## src/rtl/renkon_pkg.sv

```systemverilog
// Shared definitions for the renkon conv / accumulate / pool pipeline.
package renkon_pkg;

  localparam int unsigned DWIDTH  = 16;
  localparam int unsigned MAXIMG  = 32;
  localparam int unsigned LWIDTH  = 6;
  localparam int unsigned LBDEPTH = MAXIMG / 2;
  localparam int unsigned LBAW    = $clog2(LBDEPTH);

  typedef logic signed [DWIDTH-1:0] pixel_t;

  // Signed maximum of two pixels.
  function automatic pixel_t smax(input pixel_t a, input pixel_t b);
    return (a > b) ? a : b;
  endfunction

endpackage

```

## src/rtl/renkon_pool_linebuf.sv

```systemverilog
// Half-width line buffer for the 2x2 pooling stage: one write port and one
// asynchronous read port. Contents are not reset because each entry is
// always written on the top row of a window before it is read.
module renkon_pool_linebuf
  import renkon_pkg::*;
(
  input  logic            clk,
  input  logic            we_i,
  input  logic [LBAW-1:0] waddr_i,
  input  pixel_t          wdata_i,
  input  logic [LBAW-1:0] raddr_i,
  output pixel_t          rdata_c_o
);

  pixel_t mem_q [LBDEPTH];

  // Store the top-row pair maximum.
  always_ff @(posedge clk) begin
    if (we_i) begin
      mem_q[waddr_i] <= wdata_i;
    end
  end

  assign rdata_c_o = mem_q[raddr_i];

endmodule

```

## src/rtl/renkon_pool_max.sv

```systemverilog
// Streaming 2x2 / stride-2 signed max-pooling stage.
// Optional: define RENKON_POOL_RELU_EN to clamp negative pooled values to 0.
module renkon_pool_max
  import renkon_pkg::*;
(
  input  logic              clk,
  input  logic              xrst,
  input  logic              init,
  input  logic [LWIDTH-1:0] img_size,
  input  logic              in_en,
  input  pixel_t            pixel_in,
  output logic              out_en,
  output pixel_t            pixel_out
);

  logic [LWIDTH-1:0] col_q, col_d;
  logic [LWIDTH-1:0] width_q, width_d;
  logic              par_q, par_d;
  pixel_t            pair_q, pair_d;
  logic              out_en_q, out_en_d;
  pixel_t            pixel_out_q, pixel_out_d;

  logic              lb_we_c;
  logic [LBAW-1:0]   lb_addr_c;
  pixel_t            lb_rdata_c;
  pixel_t            top_max_c;
  pixel_t            pool_c;

  assign lb_addr_c = LBAW'(col_q >> 1);
  assign top_max_c = smax(pair_q, pixel_in);
  assign pool_c    = smax(top_max_c, lb_rdata_c);

  renkon_pool_linebuf u_linebuf (
    .clk       (clk),
    .we_i      (lb_we_c),
    .waddr_i   (lb_addr_c),
    .wdata_i   (top_max_c),
    .raddr_i   (lb_addr_c),
    .rdata_c_o (lb_rdata_c)
  );

  // Next-state: column/row tracking, pair capture, line-buffer write, pooled output.
  always_comb begin
    col_d       = col_q;
    width_d     = width_q;
    par_d       = par_q;
    pair_d      = pair_q;
    out_en_d    = 1'b0;
    pixel_out_d = pixel_out_q;
    lb_we_c     = 1'b0;
    if (init) begin
      col_d   = '0;
      par_d   = 1'b0;
      width_d = img_size;
    end else if (in_en) begin
      if (col_q == width_q - LWIDTH'(1)) begin
        col_d = '0;
        par_d = ~par_q;
      end else begin
        col_d = col_q + LWIDTH'(1);
      end
      if (!col_q[0]) begin
        pair_d = pixel_in;
      end else if (!par_q) begin
        lb_we_c = 1'b1;
      end else begin
        out_en_d = 1'b1;
`ifdef RENKON_POOL_RELU_EN
        pixel_out_d = pool_c[DWIDTH-1] ? pixel_t'(0) : pool_c;
`else
        pixel_out_d = pool_c;
`endif
      end
    end
  end

  // State and output registers.
  always_ff @(posedge clk or negedge xrst) begin
    if (!xrst) begin
      col_q       <= '0;
      width_q     <= '0;
      par_q       <= 1'b0;
      pair_q      <= '0;
      out_en_q    <= 1'b0;
      pixel_out_q <= '0;
    end else begin
      col_q       <= col_d;
      width_q     <= width_d;
      par_q       <= par_d;
      pair_q      <= pair_d;
      out_en_q    <= out_en_d;
      pixel_out_q <= pixel_out_d;
    end
  end

  assign out_en    = out_en_q;
  assign pixel_out = pixel_out_q;

endmodule

```

## config.mk

```make
export PLATFORM = sky130hd
export DESIGN_NAME = renkon_pool_max
export DESIGN_NICKNAME = d
export VERILOG_FILES = /design/src/rtl/renkon_pkg.sv /design/src/rtl/renkon_pool_linebuf.sv /design/src/rtl/renkon_pool_max.sv
export SDC_FILE = /design/constraint.sdc
export NUM_CORES = 1
export LEC_CHECK = 0
export ABC_AREA = 1
export CELL_PAD_IN_SITES_DETAIL_PLACEMENT = 1
export CELL_PAD_IN_SITES_GLOBAL_PLACEMENT = 2
export CORE_MARGIN = 2
export CORE_UTILIZATION = 25
export CTS_CLUSTER_SIZE = 28
export DETAILED_ROUTE_END_ITERATION = 10
export DONT_BUFFER_PORTS = 1
export GPL_ROUTABILITY_DRIVEN = 0
export PLACE_DENSITY_LB_ADDON = 0.12
export SLEW_MARGIN = 20
export SYNTH_ARGS = -nofsm -noshare
export SYNTH_HDL_FRONTEND = slang
export SYNTH_SLANG_ARGS = --single-unit
```

## constraint.sdc

```tcl
create_clock -name clk -period 3.6 [get_ports clk]
set_input_delay 0.36 -clock clk [delete_from_list [all_inputs] [get_ports clk]]
set_output_delay 0.36 -clock clk [all_outputs]
set_load 0.005 [all_outputs]
```

==> results.md, run 1 <==
- Status: finished, final reports clean
- Internal cell power: 8.88 mW
- DIE HEIGHT: approximately 230 microns
- GRT Total Usage: 15.6%
- Syn Inst Count: ~1.0k
- H-Tree Depth: 2
- Final setup fails: 0
- Die area: 53000 sq um
- Cell Count Post-Placement: 1728
- Non-filler cells, final: roughly 1.8k
- Drt wl/cell: 22.7 microns
- Drt via density: 4.62
- Place WS: -0.0758 ns
- Synth Warn #: 0
- Io pins: 43
- Multi-input logic area: 3890 sq um
- First-pass GRT wire length: about 61 mm
- Critical R2R Launch: pair_q[8]
- Critical Path AT: 3.78 ns
- EDFF count, synth: around 260
- Antenna violations before repair: 0
- Register area: roughly 8800 sq um
- Max Cap Viol: 0
- Minimum clock period: 3.38 ns
- Fin nets: 1181
- DPL Wire Length: 26.4 mm
- Worst Setup Path Type: in2reg
- Syn-to-layout area delta: 25.3%
- Net Sw Power: about 4.8 mW
- Reg2Reg Depth: 25
- CTS tree: done
- Finished layout cell area: 16000 sq um
- Die W: between 200 and 250 microns
- Leading cell type in the layout, fill and taps excluded: edfxtp_1
- Core Rows: 82
- Ys flop type: edfxtp_1
- Post-Synth XOR/XNOR Area: 0.547%
- Simple-gate portion of the synthesized area: around an eighth
- Largest net degree at the start of global routing: 47
- LEAKAGE: 5.87 nW
- Antenna diodes: 0
- Initial Util: 25.4%
- Crit share post-route: 93.8%
- Sw Ratio: around a third
- Finished Core Util: 31.8%
- Most frequent cells in the layout: 256 x edfxtp_1, 215 x nand2_1, 128 x a22oi_1
- Cell Area, Synth: 12800 sq um
- # clock sinks: ~300
- Critical Path Start Type: input pin
- Clock power frac: 25.1%
- FF-to-FF setup slack: 0.23 ns
- Pre-antenna DRT Iters: 5
- Part of the power in combinational logic: 38.5%
- Vias in the first global route: 9013
- Crit path max-delay cell type: dlygate4sd3_1
- Final Max Slew Viols: 0
- FF-to-FF End: pixel_out[2]
- Crit. End Element: flop
- Slew @ Worst Pin: 0.973 ns
- Placed inst area: 14300 sq um
- Compound-cell area share of the yosys netlist: 11.2%
- Final WS setup: 0.222 ns
- Post-synth ARST share: 15.2%
- 1st-iter DRT viols: 382
- Power Density: 854 nW/um^2
- Largest family of logic cells by synthesized area: simple AND/OR/NAND/NOR gates
- Yosys reg bits: 302
- Synth Area in Adders: 3.32%
- Final ANT Viol Nets: 0
- Synth Net Count: 1072
- Clock-pin slew on the worst setup and hold paths: 0.06 ns
- Post-route DRC: 0
- WP data required: between 4 and 5 ns
- CP max stage delay: 0.53 ns
- Peak fanout along the critical path: 8
- Cell repeated most along the worst path: nand2_1
- Sequential power share: 36.4%
- Register area share after synthesis: 69.0%
- Worst Hold Class: in2reg
- Max VDD drop: about 0.4 mV
- I/O Buffers: 0
- Syn Area/Cell: 12.7 sq um
- Core Box Area: 50400 sq um
- Relative slew slack: between 30% and 40%
- Fillers: 5314
- Final Hold Viols: 0
- Drt total wl: 41.1 mm
- Hold Path Cell Cnt: 2
- Hold Path Sink: pair_q[2]
- Library cells used by synthesis: 28
- Post-synthesis mux area share: 0%
- Overflow after GRT: 0
- Fmax achieved: 296 MHz
- Clk_skew: 0.0126 ns
- Number of buffers created by CTS: 37
- Via count: 8376
- Skew-Pair Late Insertion Delay: between 0.5 and 0.6 ns
- Clk root buf: clkbuf_16
- Max clock buf depth: 3
- Share of cells above drive strength 1: 21.5%
- Critical Path, Cell by Cell: dlygate4sd3_1, inv_1, ha_1, a21oi_2, o21ai_2, a21oi_4, buf_4, nand3_4, nand3_4, buf_8, nand2_1, nand2_2, ha_4, a21oi_4, o21ai_0, a21oi_1, nand2_1, nand2_2, nand3_4, inv_4, clkbuf_16, nand3_1, nand2_1, nand2_1
- Min-delay src: pixel_in[2]
cell usage after synthesis, types with 11 or more instances:
cell type  count  share of area [%]
o21ai_0       24               0.94
inv_1         43                1.3
edfxtp_1     256                 60
nand2_1      237                6.9
nand4_1       18               0.88
nand3_1       26                1.0
buf_2         13               0.51
clkbuf_1      13               0.38
buf_6         11               0.97
a21oi_1       65                2.5
nor2_1        38                1.1
ha_1          34                3.3
dfrtp_1       46                9.0
nor3_2        17                1.3
a22oi_1      128                7.5
how the worst max path moves through the flow:
stage                  from       endpoint  slack (ns)  cells past startpoint
3_5_place_dp    pixel_in[9]   pixel_out[7]       -0.08                     22
2_1_floorplan  pixel_in[15]  pixel_out[12]        0.15                     23
4_1_cts         pixel_in[9]   pixel_out[8]        0.02                     24
6_report       pixel_in[13]   pixel_out[2]        0.22                     24
5_1_grt           pair_q[8]  pixel_out[13]       -0.03                     25
3_3_place_gp    pixel_in[9]  pixel_out[10]       -0.07                     24
metrics by stage:
stage | hold WS, ns | setup TNS [ns] | power [mW]
after global routing | 0.0190 | -0.103 | 14.6
after detailed placement | 0.0669 | -0.881 | 9.54
after floorplan | 0.0644 | 0 | 7.41
after CTS | 0.00205 | 0 | 13.1
final | 0.0216 | 0 | 13.7
after global placement | 0.0665 | -0.973 | 9.50
registers in the layout (all words and copies together), names as in the netlist:
signal	flops
out_en	1
col_q	6
pixel_out	16
par_q	1
width_q	6
pair_q	16
u_linebuf.mem_q	256
cell families (layout without fill, tap and decap cells):
kind of cell             Yosys count  after routing
XOR/XNOR                           8              8
adder cells (fa/ha/maj)           34             34
AND/OR/NAND/NOR                  351            351
flip-flops                       302            302
AO/OA/AOI/OAI                    221            221
buffers and inverters             96            226
worst max-delay path, delay by kind of cell:
family / cells / cell delay [ns]
compound gates: 6 / 0.84
simple gates: 10 / 0.90
fa+ha+maj: 2 / 0.55
buf+inv: 6 / 1.12
final cells by class:
cell class | instances | area share [%]
tap | 672 | 5.24
sequential | 302 | 55.1
inverter | 50 | 1.21
clock buffer | 45 | 5.96
multi-input combinational | 614 | 24.3
timing repair buffer | 116 | 7.48
clock inverter | 15 | 0.741
routing by layer:
metal  routed length, microns  track usage, %
met5                        0               0
met4                      771            3.75
met3                     1760            2.64
met2                    19900            25.9
met1                    18700            21.2
power groups by stage:
stage          Clock, mW  Combinational [mW]  Sequential (mW)
5_1_grt             3.67                5.91             5.02
2_1_floorplan          0                2.43             4.98
3_5_place_dp           0                4.48             5.05
4_1_cts             3.55                4.55             4.98
6_report            3.44                5.27             4.99
3_3_place_gp           0                4.44             5.06
timing repair:
item,in CTS,in global routing
setup buffers,0,7
hold buffers,16,0
hold endpoints to repair,59,0
gates cloned,0,3
pin swaps,0,23
resized for setup,2,72
setup endpoints to repair,16,16
Note: power is estimated with default switching activity, not from simulation.
==> run 2, diff against run 1 <==
- CELL_PAD_IN_SITES_DETAIL_PLACEMENT: 1 -> unset
- CELL_PAD_IN_SITES_GLOBAL_PLACEMENT: 2 -> unset
- REMOVE_ABC_BUFFERS: unset -> 1
==> results.md, run 2 (same netlist as run 1, synthesis figures left out) <==
- Status: finished, final reports clean
- Post-route DRC: 0 (unchanged)
- Fillers: 5064 (-4.7%)
- Antenna violations before repair: 0 (unchanged)
- RSZ-0062 raised after global routing: yes
- Final WS setup: 0.268 ns (+0.0454 ns)
- CTS tree: done
- First-pass GRT wire length: 56.5 mm (-7.2%)
- Via count: 8269 (-1.3%)
- Pre-antenna DRT Iters: 4 (-1)
- Final setup fails: 0 (unchanged)
- Critical R2R Launch: pair_q[11]
- Cell repeated most along the worst path: nand2_1
- Finished Core Util: 31.2% (-0.61 points)
- FF-to-FF setup slack: 0.28 ns (+0.05 ns)
- Largest register FFs: 256 (unchanged)
- Power Density: 821 nW/um^2 (-3.9%)
- Most flops, register: u_linebuf.mem_q
- Initial Util: 25.4% (unchanged)
- Clk_skew: 0.0169 ns (+0.00434 ns)
- Worst setup path end: pixel_out[6]
- Delay-heaviest family, CP: simple AND/OR/NAND/NOR gates
- Total power: 12.9 mW (-5.7%)
- FF-to-FF End: pixel_out[6]
- Drt total wl: 37.5 mm (-8.7%)
- Share of cells above drive strength 1: 17.7% (-3.8 points)
- Cell Count Post-Placement: 1711 (-0.98%)
- Peak fanout along the critical path: 8 (unchanged)
- Crit path depth: 25 (+4.2%)
- Drt wl/cell: 20.8 microns (-8.4%)
- Non-filler cells, final: 1808 (-0.33%)
- Crit share post-route: 92.6% (-1.3 points)
- Relative slew slack: 34.4% (-0.28 points)
- Fmax achieved: 300 MHz (+1.4%)
- Antenna diodes: 0 (unchanged)
- Final Max Slew Viols: 0 (unchanged)
- Drt via density: 4.57 (-0.95%)
- Place WS: 0.109 ns (+0.185 ns)
- Reg2Reg Depth: 20 (-20%)
- Io pins: 43 (unchanged)
- Max Cap Viol: 0 (unchanged)
- LEAKAGE: 5.80 nW (-1.2%)
- DIE HEIGHT: 230 microns (unchanged)
- Core Box Area: 50400 sq um (unchanged)
- Max clock buf depth: 3 (unchanged)
- Largest net degree at the start of global routing: 47 (unchanged)
- GRT Total Usage: 14.4% (-1.2 points)
- # clock sinks: 302 (unchanged)
- Crit path max-delay cell type: dlygate4sd3_1
- Die area: 53000 sq um (unchanged)
- Final ANT Viol Nets: 0 (unchanged)
- Critical Path AT: 3.75 ns (-0.03 ns)
- Minimum clock period: 3.33 ns (-0.0454 ns)
- Syn-to-layout area delta: 22.9%
- Fin nets: 1172 (-0.76%)
- Vias in the first global route: 8654 (-4.0%)
- 1st-iter DRT viols: 446 (+17%)
- Worst Setup Path Type: in2reg
- Skew-Pair Late Insertion Delay: 0.54 ns (+0.02 ns)
- Most frequent cells in the layout: 256 x edfxtp_1, 230 x nand2_1, 128 x a22oi_1
- Die W: 230 microns (unchanged)
- Final Hold Viols: 0 (unchanged)
- Worst Hold Class: in2reg
- I/O Buffers: 0 (unchanged)
- Max VDD drop: 0.522 mV (+30%)
- Tightest hold margin: 0.0382 ns (+0.0166 ns)
- Clk root buf: clkbuf_16
- CP max stage delay: 0.54 ns (about the same)
- H-Tree Depth: 2 (unchanged)
- Core Rows: 82 (unchanged)
- Clock-pin slew on the worst setup and hold paths: 0.06 ns (about the same)
- Crit. End Element: flop
- Overflow after GRT: 0 (unchanged)
- Critical Path Source: pixel_in[7]
- Number of buffers created by CTS: 36 (-2.7%)
- Critical path buffer and inverter count: 5 (-1)
- Critical Path Start Type: input pin
- DPL Wire Length: 24.5 mm (-7.4%)
- WP data required: 4.02 ns (about the same)
- Slew @ Worst Pin: 0.982 ns (+0.00910 ns)
- Register area: 8840 sq um (unchanged)
- Multi-input logic area: 3690 sq um (-5.1%)
- Leading cell type in the layout, fill and taps excluded: edfxtp_1
## run 2: changes by cell type in the layout (fill, tap and decap cells not counted), moves of 5 or more
cell | previous run | this run
nand2_2 | 22 | 8
buf_4 | 78 | 68
nand2_1 | 215 | 230
dlygate4sd3_1 | 15 | 22
clkbuf_1 | 8 | 13
ha_1 | 18 | 27
ha_4 | 16 | 7
## run 2: worst min path at each step
stage / startpoint / endpoint / depth (start not counted)
after detailed placement: xrst / width_q[4] / 0
final: pixel_in[2] / pair_q[2] / 2
after CTS: pixel_in[5] / pair_q[5] / 2
after global routing: pixel_in[2] / pair_q[2] / 2
after floorplan: xrst / col_q[0] / 0
after global placement: xrst / width_q[4] / 0
## run 2: layer usage
metal / wire length, microns / up-vias / GRT usage, %
li1: - / 3927 / -
met1: 18200 / 4165 / 20.4
met2: 17200 / 134 / 22.6
met3: 1520 / 43 / 3.21
met4: 623 / 0 / 3.23
met5: 0 / - / 0
## run 2: area by class of cell
| type | count | share of cell area (%) |
|---|---|---|
| repair buffers | 108 | 6.96 |
| clock inverters | 12 | 0.668 |
| multi-input cells | 614 | 23.5 |
| clock buffers | 50 | 6.19 |
| well taps | 672 | 5.34 |
| flip-flops and latches | 302 | 56.2 |
| inverters | 50 | 1.19 |
## run 2: power by group
| part | internal, mW | total [mW] | leakage (nW) | switching (mW) |
|---|---|---|---|---|
| sequential | 4.79 | 4.99 | 2.90 | 0.203 |
| combinational | 1.67 | 4.49 | 2.38 | 2.82 |
| clock | 2.03 | 3.44 | 0.521 | 1.41 |
## run 2: through the flow
stage               TNS [ns]  instance area, sq um
finish                     0                 15700
global route          -0.134                 15700
CTS                        0                 15400
detailed placement         0                 14100
global placement           0                 14100
floorplan              -3.20                 12500
## run 2: timing repair
| action | CTS | global route |
|---|---|---|
| endpoints found under the setup margin | 0 | 16 |
| buffers inserted | 0 | 11 |
| hold buffers | 23 | 0 |
| endpoints found under the hold margin | 67 | 0 |
| resized for setup | 0 | 31 |
==> run 3, diff against run 2 <==
- CTS_CLUSTER_DIAMETER: unset -> 80
- PLACE_DENSITY: unset -> 0.51
- PLACE_DENSITY_LB_ADDON: 0.12 -> unset
==> results.md, run 3 (same netlist as run 1, synthesis figures left out) <==
- Worst Hold Class: in2reg
- Core Rows: 82 (unchanged)
- Number of buffers created by CTS: 17 (-53%)
- Max clock buf depth: 3 (unchanged)
- Drt via density: 4.61 (+0.85%)
- Critical Path AT: 3.81 ns (+0.06 ns)
- Leading cell type in the layout, fill and taps excluded: edfxtp_1
- Final setup fails: 0 (unchanged)
- WP data required: 4.05 ns (+0.03 ns)
- Final WS setup: 0.238 ns (-0.0300 ns)
- Largest register FFs: 256 (unchanged)
- Crit path max-delay cell type: dfrtp_1
- Relative slew slack: 36.7% (+2.3 points)
- Fin nets: 1115 (-4.9%)
- Syn-to-layout area delta: 15.1%
- Overflow after GRT: 0 (unchanged)
- GRT Total Usage: 12.4% (-2.0 points)
- Via count: 8012 (-3.1%)
- Clk_skew: 0.0349 ns (+0.0180 ns)
- Peak fanout along the critical path: 16 (+8)
- Minimum clock period: 3.36 ns (+0.0300 ns)
- DPL Wire Length: 20.9 mm (-14%)
- Total negative slack: 0 ns (unchanged)
- Register area: 8840 sq um (about the same)
- Power Density: 765 nW/um^2 (-6.9%)
- Most frequent cells in the layout: 256 x edfxtp_1, 229 x nand2_1, 128 x a22oi_1
- Antenna diodes: 0 (unchanged)
- Die area: 53000 sq um (unchanged)
- Place WS: 0.0125 ns (-0.0965 ns)
- Largest net degree at the start of global routing: 66 (+40%)
- Vias in the first global route: 8143 (-5.9%)
- Post-route DRC: 0 (unchanged)
- Die W: 230 microns (unchanged)
- Worst Setup Path Type: reg2reg
- DIE HEIGHT: 230 microns (unchanged)
- Cell repeated most along the worst path: nand2_1
- Clk root buf: clkbuf_16
- Drt wl/cell: 19.0 microns (-8.5%)
- H-Tree Depth: 1 (-1)
- 1st-iter DRT viols: 635 (+42%)
- Clock-pin slew on the worst setup and hold paths: 0.09 ns (+0.03 ns)
- Antenna violations before repair: 0 (unchanged)
- Max VDD drop: 0.485 mV (-7.0%)
- First-pass GRT wire length: 50.7 mm (-10%)
- CP max stage delay: 0.39 ns (-0.15 ns)
- Crit. End Element: flop
- Core Box Area: 50400 sq um (unchanged)
- LEAKAGE: 5.33 nW (-8.2%)
- Share of cells above drive strength 1: 13.6% (-4.1 points)
- I/O Buffers: 0 (unchanged)
- Max Cap Viol: 0 (unchanged)
- Cell Count Post-Placement: 1695 (-0.94%)
- Critical Path Start Type: flop
- Pre-antenna DRT Iters: 5 (+1)
- Final Max Slew Viols: 0 (unchanged)
- Crit share post-route: 93.4% (+0.83 points)
- Drt total wl: 33.0 mm (-12%)
- # clock sinks: 302 (unchanged)
- Status: finished, final reports clean
- Slew @ Worst Pin: 0.947 ns (-0.0357 ns)
- Final ANT Viol Nets: 0 (unchanged)
- Non-filler cells, final: 1737 (-3.9%)
- Multi-input logic area: 3640 sq um (-1.5%)
- Final Hold Viols: 0 (unchanged)
- CTS tree: done
- Fillers: 5020 (-0.87%)
- Io pins: 43 (unchanged)
- Most flops, register: u_linebuf.mem_q
- Initial Util: 25.4% (unchanged)
- Fmax achieved: 297 MHz (-0.89%)
- Skew-Pair Late Insertion Delay: 0.53 ns (about the same)
run 3: cell count changes in the layout (fill, tap and decap cells not counted), sizes merged:
cell	change
bufinv	-2
inv	+5
clkinv	-5
clkbuf	-32
dlygate4sd3	-13
buf	-24
run 3: critical path: cells and delay by family, from the launching register on:
kind / cells / cell delay [ns]
AND/OR/NAND/NOR: 20 / 1.69
adder cells (fa/ha/maj): 2 / 0.64
flip-flops: 1 / 0.39
buffers and inverters: 3 / 0.38
AO/OA/AOI/OAI: 1 / 0.17
run 3: final timing paths:
kind,to,from,slack (ns),cells past startpoint
max in group asynchronous,pair_q[8],xrst,3.01,2
min reg2reg,width_q[5],width_q[5],0.53,2
max,pixel_out[15],pair_q[5],0.24,26
min,pair_q[2],pixel_in[2],0.02,2
max reg2reg,pixel_out[15],pair_q[5],0.24,26
min in group asynchronous,col_q[3],xrst,0.34,2
run 3: per-layer routing:
metal	routed length, microns	track usage, %
met3	1890	2.01
met5	0	0
met4	523	2.08
met2	15500	20.4
met1	15100	17.5
run 3: report_power, final:
group / switching (mW) / internal [mW]
clock network: 1.23 / 0.937
registers: 0.211 / 4.78
logic: 2.71 / 1.41
total: 4.14 / 7.12
run 3: stage by stage:
stage / power [mW] / hold slack [ns] / cell area (sq um) / util, %
6_report: 11.3 / 0.0196 / 14700 / 29.3
5_1_grt: 12.0 / 0.0287 / 14700 / 29.3
4_1_cts: 11.0 / 0.00435 / 14600 / 28.9
3_5_place_dp: 8.87 / 0.0662 / 13900 / 27.6
3_3_place_gp: 8.80 / 0.0661 / 13900 / 27.6
2_1_floorplan: 7.24 / 0.0644 / 12500 / -
run 3: final cells by class:
type / count / area share (%)
Sequential cell: 302 / 60.0
Multi-Input combinational cell: 614 / 24.7
Tap cell: 672 / 5.71
Timing Repair Buffer: 70 / 4.61
Clock buffer: 19 / 2.94
Inverter: 50 / 1.31
Clock inverter: 10 / 0.798
run 3: repair_timing:
| item | 4_1_cts | 5_1_grt |
|---|---|---|
| setup buffers | 0 | 3 |
| hold buffers | 10 | 0 |
| resized for setup | 0 | 26 |
| setup endpoints to repair | 0 | 16 |
| endpoints found under the hold margin | 53 | 0 |
==> RTL change 1: new RTL, flow settings as in run 1 <==
The package constant `MAXIMG` goes from 32 to 64.
--- a/src/rtl/renkon_pkg.sv
+++ b/src/rtl/renkon_pkg.sv
@@ -4,3 +4,3 @@
   localparam int unsigned DWIDTH  = 16;
-  localparam int unsigned MAXIMG  = 32;
+  localparam int unsigned MAXIMG  = 64;
   localparam int unsigned LWIDTH  = 6;
Formal check against the unedited RTL: no difference found for any inputs over 4 cycles, from zero or initial values and one cycle with xrst low; that may be too few to reach the edited logic, so the function may still have changed.
==> RTL change 1 against run 1 <==
Worst setup slack got worse by 0.10 ns; area after synthesis increased by 78%; power increased by 71%; register-to-register slack got worse by 0.11 ns; sequential cell count increased by 256; wire length increased by 95%; first-iteration DRC count increased to 3.0 times the old value; cell area increased by 80%; maximum frequency decreased by 2.9%; largest power group is now registers.
==> RTL change 1: results (changes against run 1) <==
- Clock Latency Late Sink: 0.60 ns (+0.08 ns)
- Ys async rst share: 0.0824 (-0.0699)
- Worst slack, placed: -0.0147 ns (+0.0611 ns)
- Met3 GRT Util: 0.0188 (-0.00761)
- DP Area: 25600 um2 (+80%)
- Outcome: finished, final reports clean
- H-tree levels: 3 (+1)
- Vias per cell: 4.54 (-1.8%)
- Sink of the worst hold path: pixel_out[2]$_DFFE_PN0P_
- Hold slack: 0.0113 ns (-0.0104 ns)
- First-pass GRT wire length: 114000 um (+88%)
- Inserted Clock Buffers: 68 (+84%)
- Combinational power: 7.84 mW (+49%)
- Seq/Total Area, Yosys: 0.725 (+0.0349)
- Avg Inst Size Synth: 11.7 um2 (-7.7%)
- Family with the most delay on the worst path: simple AND/OR/NAND/NOR gates
- Critical Path AT: 3.95 ns (+0.17 ns)
- Worst r2r src: col_q[1]$_DFFE_PN0P_
- Post-DP HPWL: 50400 um (+91%)
- Synth top cells by count: nand2_1 (842), edfxtp_1 (512), nand4_1 (162)
- Vias in the first global route: 16.0k (+78%)
- LEAKAGE: 10.5 nW (+79%)
- Reg2Reg Depth: 22 (-12%)
- Setup crit start kind: flip-flop
- Met2 Routed Length: 37200 um (+87%)
- Register share of total power: 0.387 (+0.023)
- Max incr delay on CP: 0.47 ns (-0.06 ns)
- M2 GR Usage: 0.270 (+0.0114)
- Pint: 15.4 mW (+73%)
- Total GRT Usage: 0.168 (+0.0124)
- Met1 Resource Use GR: 0.241 (+0.0285)
- Nets: 2238 (+90%)
- Hold Path Stages: 4 (+2)
- WL met1: 38400 um (+100%)
- Drt wl/cell: 23.6 um (+3.9%)
- R2r setup slk: 0.12 ns (-0.11 ns)
==> RTL change 1: final cells by class <==
class | instances | area (um2) | share of cell area
clock buffers | 86 | 1830 | 0.0635
inverters | 86 | 328 | 0.0114
flip-flops and latches | 558 | 16500 | 0.573
diodes | 2 | 5.00 | 0.000173
repair buffers | 237 | 2550 | 0.0885
multi-input cells | 1227 | 5890 | 0.204
well taps | 1176 | 1470 | 0.0510
clock inverters | 30 | 245 | 0.00850
==> RTL change 1: what timing repair did <==
action,4_1_cts,5_1_grt
setup endpoints to repair,16,16
setup buffers,0,35
pin swaps,2,33
cloned,0,8
resized for setup,5,101
hold endpoints to repair,75,0
hold buffers,25,0
==> RTL change 1: kinds of logic (layout without fill, tap and decap cells) <==
logic type      Yosys count  in the layout  synth area share
xor+xnor                  8              8           0.00308
fa+ha+maj                34             34            0.0187
simple gates           1121           1121             0.207
flops                   558            558             0.725
buf+inv                 167            439            0.0318
compound gates           64             64            0.0143
other cells               0              2                 0
==> RTL change 2: new RTL, flow settings as in run 1 <==
Without the edit above. Reset style: synchronous (`xrst`), changed in one clocked block. Comments in the files are not updated.
--- a/src/rtl/renkon_pool_max.sv
+++ b/src/rtl/renkon_pool_max.sv
@@ -77,3 +77,3 @@
   // State and output registers.
-  always_ff @(posedge clk or negedge xrst) begin
+  always_ff @(posedge clk) begin
     if (!xrst) begin
Behaviour: not the same (Yosys sat finds a counterexample within 10 cycles, from zero or initial values and one cycle with xrst low; the reset may be asserted at any time).
==> RTL change 2 against run 1 <==
Sequential share of layout area shrank 4.2 points; die area grew 7.0%; sequential cell count grew 4; synthesized cell count grew 28%; area after synthesis grew 7.1%; cell area grew 6.7%; wire length shrank 0.38%; via count grew 14%; non-clock buffer count shrank 7; worst setup slack lost 0.016 ns; highest routed layer unchanged.
Power is not compared: it rests on default switching activity, and its combinational part moved more than twofold at a synthesized area within 25%.
==> RTL change 2: results (changes against run 1) <==
- Cts hold-fix bufs: 17 (+1)
- Clock Latency Late Sink: 0.55 ns (+0.03 ns)
- Sequential Area: 8710 um2 (-1.5%)
- Ys async rst share: 0 (-0.152)
- Inverter count: 195 (+290%)
- First-pass iteration count of the detailed router: 4 (-1)
- Nets: 1437 (+22%)
- Multi-input gate area: 4510 um2 (+16%)
- M2 GR Usage: 0.238 (-0.0204)
- Outcome: finished, final reports clean
- XOR/XNOR Fraction of Synth Area: 0.00639 (+0.000916)
- Reg2Reg Depth: 23 (-8.0%)
- Drt wl/cell: 19.5 um (-14%)
- Seq/Total Area, Yosys: 0.634 (-0.0566)
- Largest cells by area after synthesis: edfxtp_1 (56%), dfxtp_1 (7.3%), nand2_1 (5.2%)
- Compound-Gate Fraction of Synth Area: 0.120 (+0.00820)
- Final Cycle Share: 0.943 (+0.00453)
- Die width: 238 um (+3.4%)
- WL met1: 19800 um (+5.7%)
- # clk buffers: 47 (+4.4%)
- Vias in the first global route: 9965 (+11%)
- Non-clk bufs: 109 (-6.0%)
- Met2 Routed Length: 19000 um (-4.2%)
- Via count: 9514 (+14%)
- 1st-iter DRT viols: 398 (+4.2%)
[RTL change 2: changes by cell type in the layout (fill, tap and decap cells not counted), moves of 20 or more]
cell	delta
a22oi_1	-128
inv_1	+137
dfrtp_1	-45
nand3_1	+95
a21oi_2	+20
a21oi_1	+44
o211ai_1	+64
nand2_1	-59
o21ai_0	+61
dfxtp_1	+41
[RTL change 2: worst min-delay path by stage]
stage / endpoint / slack [ns] / start
finish: pair_q[13]$_SDFFE_PN0P_ / 0.04 / pixel_in[13]
detailed placement: width_q[1]$_SDFFE_PN0P_ / 0.48 / width_q[1]$_SDFFE_PN0P_
floorplan: width_q[1]$_SDFFE_PN0P_ / 0.46 / width_q[1]$_SDFFE_PN0P_
CTS: pair_q[13]$_SDFFE_PN0P_ / 0.009 / pixel_in[13]
global placement: width_q[1]$_SDFFE_PN0P_ / 0.48 / width_q[1]$_SDFFE_PN0P_
global route: pair_q[1]$_SDFFE_PN0P_ / 0.02 / pixel_in[1]
